--- src/rtl/pipelined_subtractor_pkg.sv ---
// Shared constants, stage-count helper and stage-register layout for pipelined_subtractor.
// Sign-bit fields exist only when PIPELINED_SUBTRACTOR_OVF_EN is defined.
package sub_pkg;

   localparam int DEF_WIDTH = 16;
   localparam int DEF_CHUNK = 4;

   function automatic int stages(input int width, input int chunk);
      return width / chunk;
   endfunction

   // Resolved low bits of d accumulate in d; a/b keep travelling for the high chunks.
   typedef struct packed {
      logic                 valid;
      logic [DEF_WIDTH-1:0] d;
      logic [DEF_WIDTH-1:0] a;
      logic [DEF_WIDTH-1:0] b;
      logic                 borrow;
`ifdef PIPELINED_SUBTRACTOR_OVF_EN
      logic                 sa;
      logic                 sb;
`endif
   } stage_t;

endpackage

--- src/rtl/borrow_lookahead_chunk.sv ---
// Combinational CHUNK-wide subtractor slice: every internal borrow is a flat
// generate/propagate lookahead term, so there is no bit-to-bit ripple.
module borrow_lookahead_chunk #(
   parameter int CHUNK = 4
) (
   input  logic [CHUNK-1:0] a_i,
   input  logic [CHUNK-1:0] b_i,
   input  logic             bin_i,
   output logic [CHUNK-1:0] d_o,
   output logic             bout_o
);

   logic [CHUNK-1:0] g;
   logic [CHUNK-1:0] p;
   logic [CHUNK:0]   c;

   assign g = ~a_i & b_i;
   assign p = ~(a_i ^ b_i);

   always_comb begin
      logic acc;
      logic term;
      c = '0;
      for (int j = 0; j <= CHUNK; j++) begin
         term = bin_i;
         for (int i = 0; i < j; i++) term = term & p[i];
         acc = term;
         for (int i = 0; i < j; i++) begin
            term = g[i];
            for (int m = i + 1; m < j; m++) term = term & p[m];
            acc = acc | term;
         end
         c[j] = acc;
      end
   end

   assign d_o    = a_i ^ b_i ^ c[CHUNK-1:0];
   assign bout_o = c[CHUNK];

endmodule

--- src/rtl/pipelined_subtractor.sv ---
// Pipelined d = a - b - bin, one CHUNK of result bits resolved per stage, valid/ready at both ends.
// Define PIPELINED_SUBTRACTOR_OVF_EN to carry sign bits and produce the signed overflow flag.
module pipelined_subtractor
   import sub_pkg::*;
#(
   parameter int WIDTH = DEF_WIDTH,
   parameter int CHUNK = DEF_CHUNK
) (
   input  logic             clk,
   input  logic             rst_n,
   input  logic             in_valid,
   output logic             in_ready,
   input  logic [WIDTH-1:0] a,
   input  logic [WIDTH-1:0] b,
   input  logic             bin,
   output logic             out_valid,
   input  logic             out_ready,
   output logic [WIDTH-1:0] d,
   output logic             bout,
   output logic             ovf
);

   localparam int STAGES = stages(WIDTH, CHUNK);

   // stage_t is laid out for the package width, so the datapath cannot be resized independently.
   if (WIDTH != DEF_WIDTH || (WIDTH % CHUNK) != 0) begin : g_bad_cfg
      $error("pipelined_subtractor: WIDTH must equal DEF_WIDTH and be a multiple of CHUNK");
   end

   stage_t                       st_q  [STAGES];
   stage_t                       st_d  [STAGES];
   stage_t                       src_s [STAGES];
   logic [STAGES-1:0][CHUNK-1:0] diff;
   logic [STAGES-1:0]            bo;
   logic [STAGES-1:0]            ld;

   always_comb begin
      src_s[0]        = '0;
      src_s[0].valid  = in_valid;
      src_s[0].a      = a;
      src_s[0].b      = b;
      src_s[0].borrow = bin;
`ifdef PIPELINED_SUBTRACTOR_OVF_EN
      src_s[0].sa     = a[WIDTH-1];
      src_s[0].sb     = b[WIDTH-1];
`endif
      for (int k = 1; k < STAGES; k++) src_s[k] = st_q[k-1];
   end

   for (genvar k = 0; k < STAGES; k++) begin : g_stage
      borrow_lookahead_chunk #(.CHUNK(CHUNK)) u_chunk (
         .a_i    (src_s[k].a[k*CHUNK +: CHUNK]),
         .b_i    (src_s[k].b[k*CHUNK +: CHUNK]),
         .bin_i  (src_s[k].borrow),
         .d_o    (diff[k]),
         .bout_o (bo[k])
      );
   end

   always_comb begin
      for (int k = 0; k < STAGES; k++) begin
         st_d[k]                       = src_s[k];
         st_d[k].d[k*CHUNK +: CHUNK]   = diff[k];
         st_d[k].borrow                = bo[k];
      end
   end

   // A stage may load when it is empty or its occupant moves on; walked back from out_ready.
   always_comb begin
      logic go;
      ld = '0;
      go = out_ready;
      for (int k = STAGES - 1; k >= 0; k--) begin
         ld[k] = ~st_q[k].valid | go;
         go    = ld[k];
      end
   end

   always_ff @(posedge clk or negedge rst_n) begin
      if (!rst_n) begin
         for (int k = 0; k < STAGES; k++) st_q[k] <= '0;
      end else begin
         for (int k = 0; k < STAGES; k++) begin
            if (ld[k]) st_q[k] <= st_d[k];
         end
      end
   end

   assign in_ready  = ld[0];
   assign out_valid = st_q[STAGES-1].valid;
   assign d         = st_q[STAGES-1].d;
   assign bout      = st_q[STAGES-1].borrow;

`ifdef PIPELINED_SUBTRACTOR_OVF_EN
   assign ovf = (st_q[STAGES-1].sa ^ st_q[STAGES-1].sb) &
                (st_q[STAGES-1].d[WIDTH-1] ^ st_q[STAGES-1].sa);
`else
   assign ovf = 1'b0;
`endif

endmodule

--- config.mk ---
export PLATFORM = sky130hd
export DESIGN_NAME = pipelined_subtractor
export DESIGN_NICKNAME = d
export VERILOG_FILES = /design/src/rtl/pipelined_subtractor_pkg.sv /design/src/rtl/borrow_lookahead_chunk.sv /design/src/rtl/pipelined_subtractor.sv
export SDC_FILE = /design/constraint.sdc
export NUM_CORES = 1
export LEC_CHECK = 0
export CAP_MARGIN = 0
export CORE_AREA = 2 2 133 135
export DETAILED_ROUTE_END_ITERATION = 8
export DIE_AREA = 0 0 135 137
export SETUP_SLACK_MARGIN = 0.1
export SYNTH_ARGS = -nofsm -noshare
export SYNTH_HDL_FRONTEND = slang
export SYNTH_SLANG_ARGS = --single-unit
export TNS_END_PERCENT = 5
--- constraint.sdc ---
create_clock -name clk -period 1.71 [get_ports clk]
set_clock_uncertainty 0.05 [all_clocks]
set_input_delay 0.342 -clock clk [delete_from_list [all_inputs] [get_ports clk]]
set_output_delay 0.342 -clock clk [all_outputs]
set_load 0.05 [all_outputs]
# After elaboration in Yosys (flattened, before gate mapping)
# Cells that the tools add are included.
dict set report totals {
  ff_bits 144
  output_inout_bits 20
  wordCells 126
  in_bits 37
}
dict set report op_classes {
  bitwise_logic 108
}
# operator count
set ops {}
lappend ops {{$or A1 B1 Y1} 44}
lappend ops {{$and A1 B1 Y1} 40}
lappend ops {{$not A4 Y4} 8}
lappend ops {{$xor A4 B4 Y4} 8}
lappend ops {{$and A4 B4 Y4} 4}
lappend ops {{$not A1 Y1} 4}

# Depth between registers and ports, before layout
dict set report logic_depth {
  ltp_word 10
  ltp_mapped 6
  depth_no_buf 6
}

# By module
# Synthesis repeated with hierarchy kept, for this count alone.
dict set report hier_totals {
  cells_unflattened 293
  hier_area_um2 4379.2
}
# mod seq_area_each_um2 area_each_um2 cells_each instances
set by_module_without_submodules {}
lappend by_module_without_submodules {pipelined_subtractor 2402.3 3691.0 209 1}
lappend by_module_without_submodules {{borrow_lookahead_chunk (g_stage[2].u_chunk ...)} 0.0 177.7 21 2}
lappend by_module_without_submodules {{borrow_lookahead_chunk (g_stage[0].u_chunk ...)} 0.0 166.4 21 2}

# Least setup slack after synthesis
# OpenSTA, ideal clock, no wires.
dict set report synth_path {
  path_kind {register -> register}
  start {register st_q, in the netlist out_valid}
  end {register st_q, in the netlist src_s[105]}
  stages_incl_launch_ff 5
  path_buffers 1
  t_required_ps 1535
  arrival_time_ps 1579
  slack_ps -44
  cell_sequence {dfrtp_1 and4b_1 nand2_2 buf_6 mux2_4}
}
dict set report synth_between {
  elab_chain_cells 5
}
# item line_no
set synth_lines {}
lappend synth_lines {{start: declaration} pipelined_subtractor.sv:30} ;# stage_t st_q [STAGES];
lappend synth_lines {{start signal: indexed assignment} pipelined_subtractor.sv:84} ;# if (ld[k]) st_q[k] <= st_d[k];
lappend synth_lines {{$not A1 Y1} pipelined_subtractor.sv:74} ;# ld[k] = ~st_q[k].valid | go;
lappend synth_lines {{$or A1 B1 Y1 (4 in a row)} pipelined_subtractor.sv:74}
lappend synth_lines {{via in_ready} pipelined_subtractor.sv:12} ;# output logic in_ready,
# The timed path passes the listed nets, and every way through them passes these cells.
# A chain may end at the register's enable or synchronous reset.

# Worst setup path after layout
dict set report layout_path {
  start {register st_q, in the netlist src_s[99]}
  end {output in_ready}
}
dict set report layout_between {
  elab_chain_cells 3
}
# item line_no
set layout_lines {}
lappend layout_lines {{$not A1 Y1} pipelined_subtractor.sv:74}
lappend layout_lines {{$or A1 B1 Y1 (2 in a row)} pipelined_subtractor.sv:74}
lappend layout_lines {{end: declaration} pipelined_subtractor.sv:12}
# No other way between the ends.

==> results.ini <==
[cells_and_area]
syn_to_final_growth_pct = 32.63
finalNonFillerCells = 697
final_core_util_pct = 33.75
layout.nets = 528
drive_gt1_share_pct = 26.06
final_area_sq_mm = 0.005757
diodes = 0

[worst_setup_path]
setup.worst_path.start_class = flop
crit_buf_inv = 1
endpoint_kind = output pin
crit_slowest_cell = dfrtp_1
rrSetupSlack_ps = 40
crit_path_cell_trace = and4b_2 > nand2_4 > buf_8
timing.rr.start = src_s[121]
crit_type = reg2out
critPathRequiredTime_ps = 1320
critPathTopFamily = flip-flops
reg2reg_depth = 6
r2r_end = src_s[89]
cp_max_fo = 5
cpPeakStageDelay_ps = 410
worstPathArrival_ps = 1310

[floorplan]
start_util_pct = 25.45
die-area_sq_mm = 0.01850
fp.dieH_microns = 137
coreArea_sq_mm = 0.01706
dieWidth_microns = 135
row_count = 48
ios = 57

[run]
maxCapViolations = 0

[yosys]
synth_top_area_cell = dfrtp_1
syn_area_sq_mm = 0.004340
yosysTopAreaCellShare_pct = 55.35
syn_nets = 445
synth_edf_count = 0
yosysSeqAreaShare_pct = 55.35
synthArstFlopShare_pct = 100.0
yosys-top-cells-area = dfrtp_1 55%, mux2_4 8.6%, nand2_1 8.6%, ha_1 5.8%, mux2_2 3.4%
avgSynthCellArea_sq_um = 11.30
yosys_register_bits = 96
synth_flop_cell = dfrtp_1
synthesis.instances = 384
ys_warn_count = 0
ys_types = 38
yosysMostFrequentCell = nand2_1
synthTopCellsByCount = 100 x nand2_1, 96 x dfrtp_1, 26 x inv_1

[pwr]
pwr-share-seq_pct = 40.2
total_power_uw = 7941
ir_drop_mv = 0.5488
power_frac_comb_pct = 32.6
power.internal_uw = 5277
p_sw_uw = 2663
swShare_pct = 33.54
clkPwrFrac_pct = 27.3
powerDensity_mw_per_mm2 = 1379
leakage_uw = 0.002802

[sta]
layout_min_cycle_time_ps = 1703
worst_hold_slack_ps = 414.4
period_share_pct = 99.59
rsz0062_at_grt = yes
fmax_mhz = 587.2
slew_viol_final = 0
setup_viol = 0
hold_viol_final = 0

[clock_network]
cts-root-buf = clkbuf_16
cts.sinks = 96
cts_buffers = 9
htreeDepth = 3
clkLatencyLatePin_ps = 340
clockBufferDepth = 2
clk_pin_slew_ps = 70
cts_tree = yes

[placed_design]
place_inst = 674
io_buffers = 55
dpl.hpwl_microns = 6410
place_area_sq_mm = 0.005313
gp_congestion = 0.6974

[grt]
track_usage_pct = 10.06
antenna_found_initial = 0
grt_first_pass_wirelength_microns = 14590
grt_start_max_net_pins = 41
grt_overflow = 0
grt_pass1_vias = 2938

[detailed_routing]
drc = 0
postRouteWirelength_microns = 8597
wl_per_cell_microns = 12.33
num_vias = 2834
final_antenna_net_count = 0
drtIter0Drc = 200
viasPerCell = 4.066
firstDrtPassIters = 4

[run_status]
status = completed

[hold_path]
hold_depth = 2
worstHoldPathType = reg2reg
min_to = src_s[64]
hp-start = src_s[64]

placed cells by master (no fill, tap or decap), drive strengths merged, types with 4 or more instances in the layout:
cell / synthesis / final
buf: 11 / 52
ha: 20 / 20
nand2: 101 / 101
nor2: 10 / 10
fa: 4 / 4
nand2b: 5 / 5
clkbuf: 5 / 10
or2: 4 / 4
clkdlybuf4s50: 0 / 31
mux2: 38 / 38
inv: 26 / 27
a31oi: 7 / 7
or3: 6 / 6
o21ai: 19 / 19
dfrtp: 96 / 96
o21a: 5 / 5
worst register-to-register path, cell delays in order, from the launching register on:
cell	delay, ps
dfrtp_1	350
inv_1	50
ha_1	290
ha_2	190
o21a_1	170
or3_1	340
a31oi_1	150
power groups by stage:
stage	clock [uW]	sequential, uW	combinational (uW)
after global routing	2300	3270	2860
after global placement	0	3210	2480
after CTS	2210	3200	2600
final	2170	3190	2590
after detailed placement	0	3230	2540
after floorplan	0	3710	1090
cell families after synthesis:
family          Yosys count  share of synthesized area, %
flops                    96                         55.35
simple gates            133                         12.91
other cells               1                       0.08640
xor+xnor                  4                        0.8073
compound gates           46                         6.803
mux                      38                         12.02
fa+ha+maj                24                         7.610
buf+inv                  42                         4.410
state kept, by name, indices dropped and copies added, names as in the netlist:
register	flops
out_valid	1
src_s	78
bout	1
d	16
worst max path at each step:
stage | startpoint | to | slack [ps] | cells after the start
floorplan | src_s[29] | d[15] | 10 | 6
finish | src_s[99] | in_ready | 7 | 3
CTS | src_s[105] | src_s[90] | -9 | 5
global route | src_s[99] | in_ready | -40 | 3
global placement | a[0] | src_s[136] | -480 | 7
detailed placement | a[0] | src_s[136] | -530 | 7
layer usage:
metal | global-route usage, % | up-vias | share of wire (%)
met5 | 0 | - | 0
met3 | 1.963 | 12 | 2.5
met4 | 4.745 | 0 | 2.2
met2 | 16.10 | 48 | 46
met1 | 13.15 | 1345 | 50
li1 | - | 1429 | -
area by class of cell:
class                           instances  area, sq um
Multi-Input combinational cell        246         1808
Fill cell                            1734        11300
Inverter                               26        97.59
Clock buffer                           10        229.0
Clock inverter                          6        91.34
Timing Repair Buffer                   88        845.8
Tap cell                              225        281.5
Sequential cell                        96         2404
metrics by stage:
step / TNS, ps / setup WS (ps)
3_5_place_dp: -9541 / -528.3
2_1_floorplan: 0 / 10.86
5_1_grt: -139.4 / -44.28
3_3_place_gp: -8157 / -483.9
6_report: 0 / 6.980
4_1_cts: -12.24 / -9.026
what timing repair did:
| item | in CTS | in global routing |
|---|---|---|
| endpoints found under the hold margin | 30 | 0 |
| resized for setup | 12 | 8 |
| hold buffers | 1 | 0 |
| setup buffers | 3 | 3 |
| pin swaps | 18 | 14 |
| setup endpoints to repair | 33 | 11 |
No activity file was read; power rests on OpenSTA's default activity.
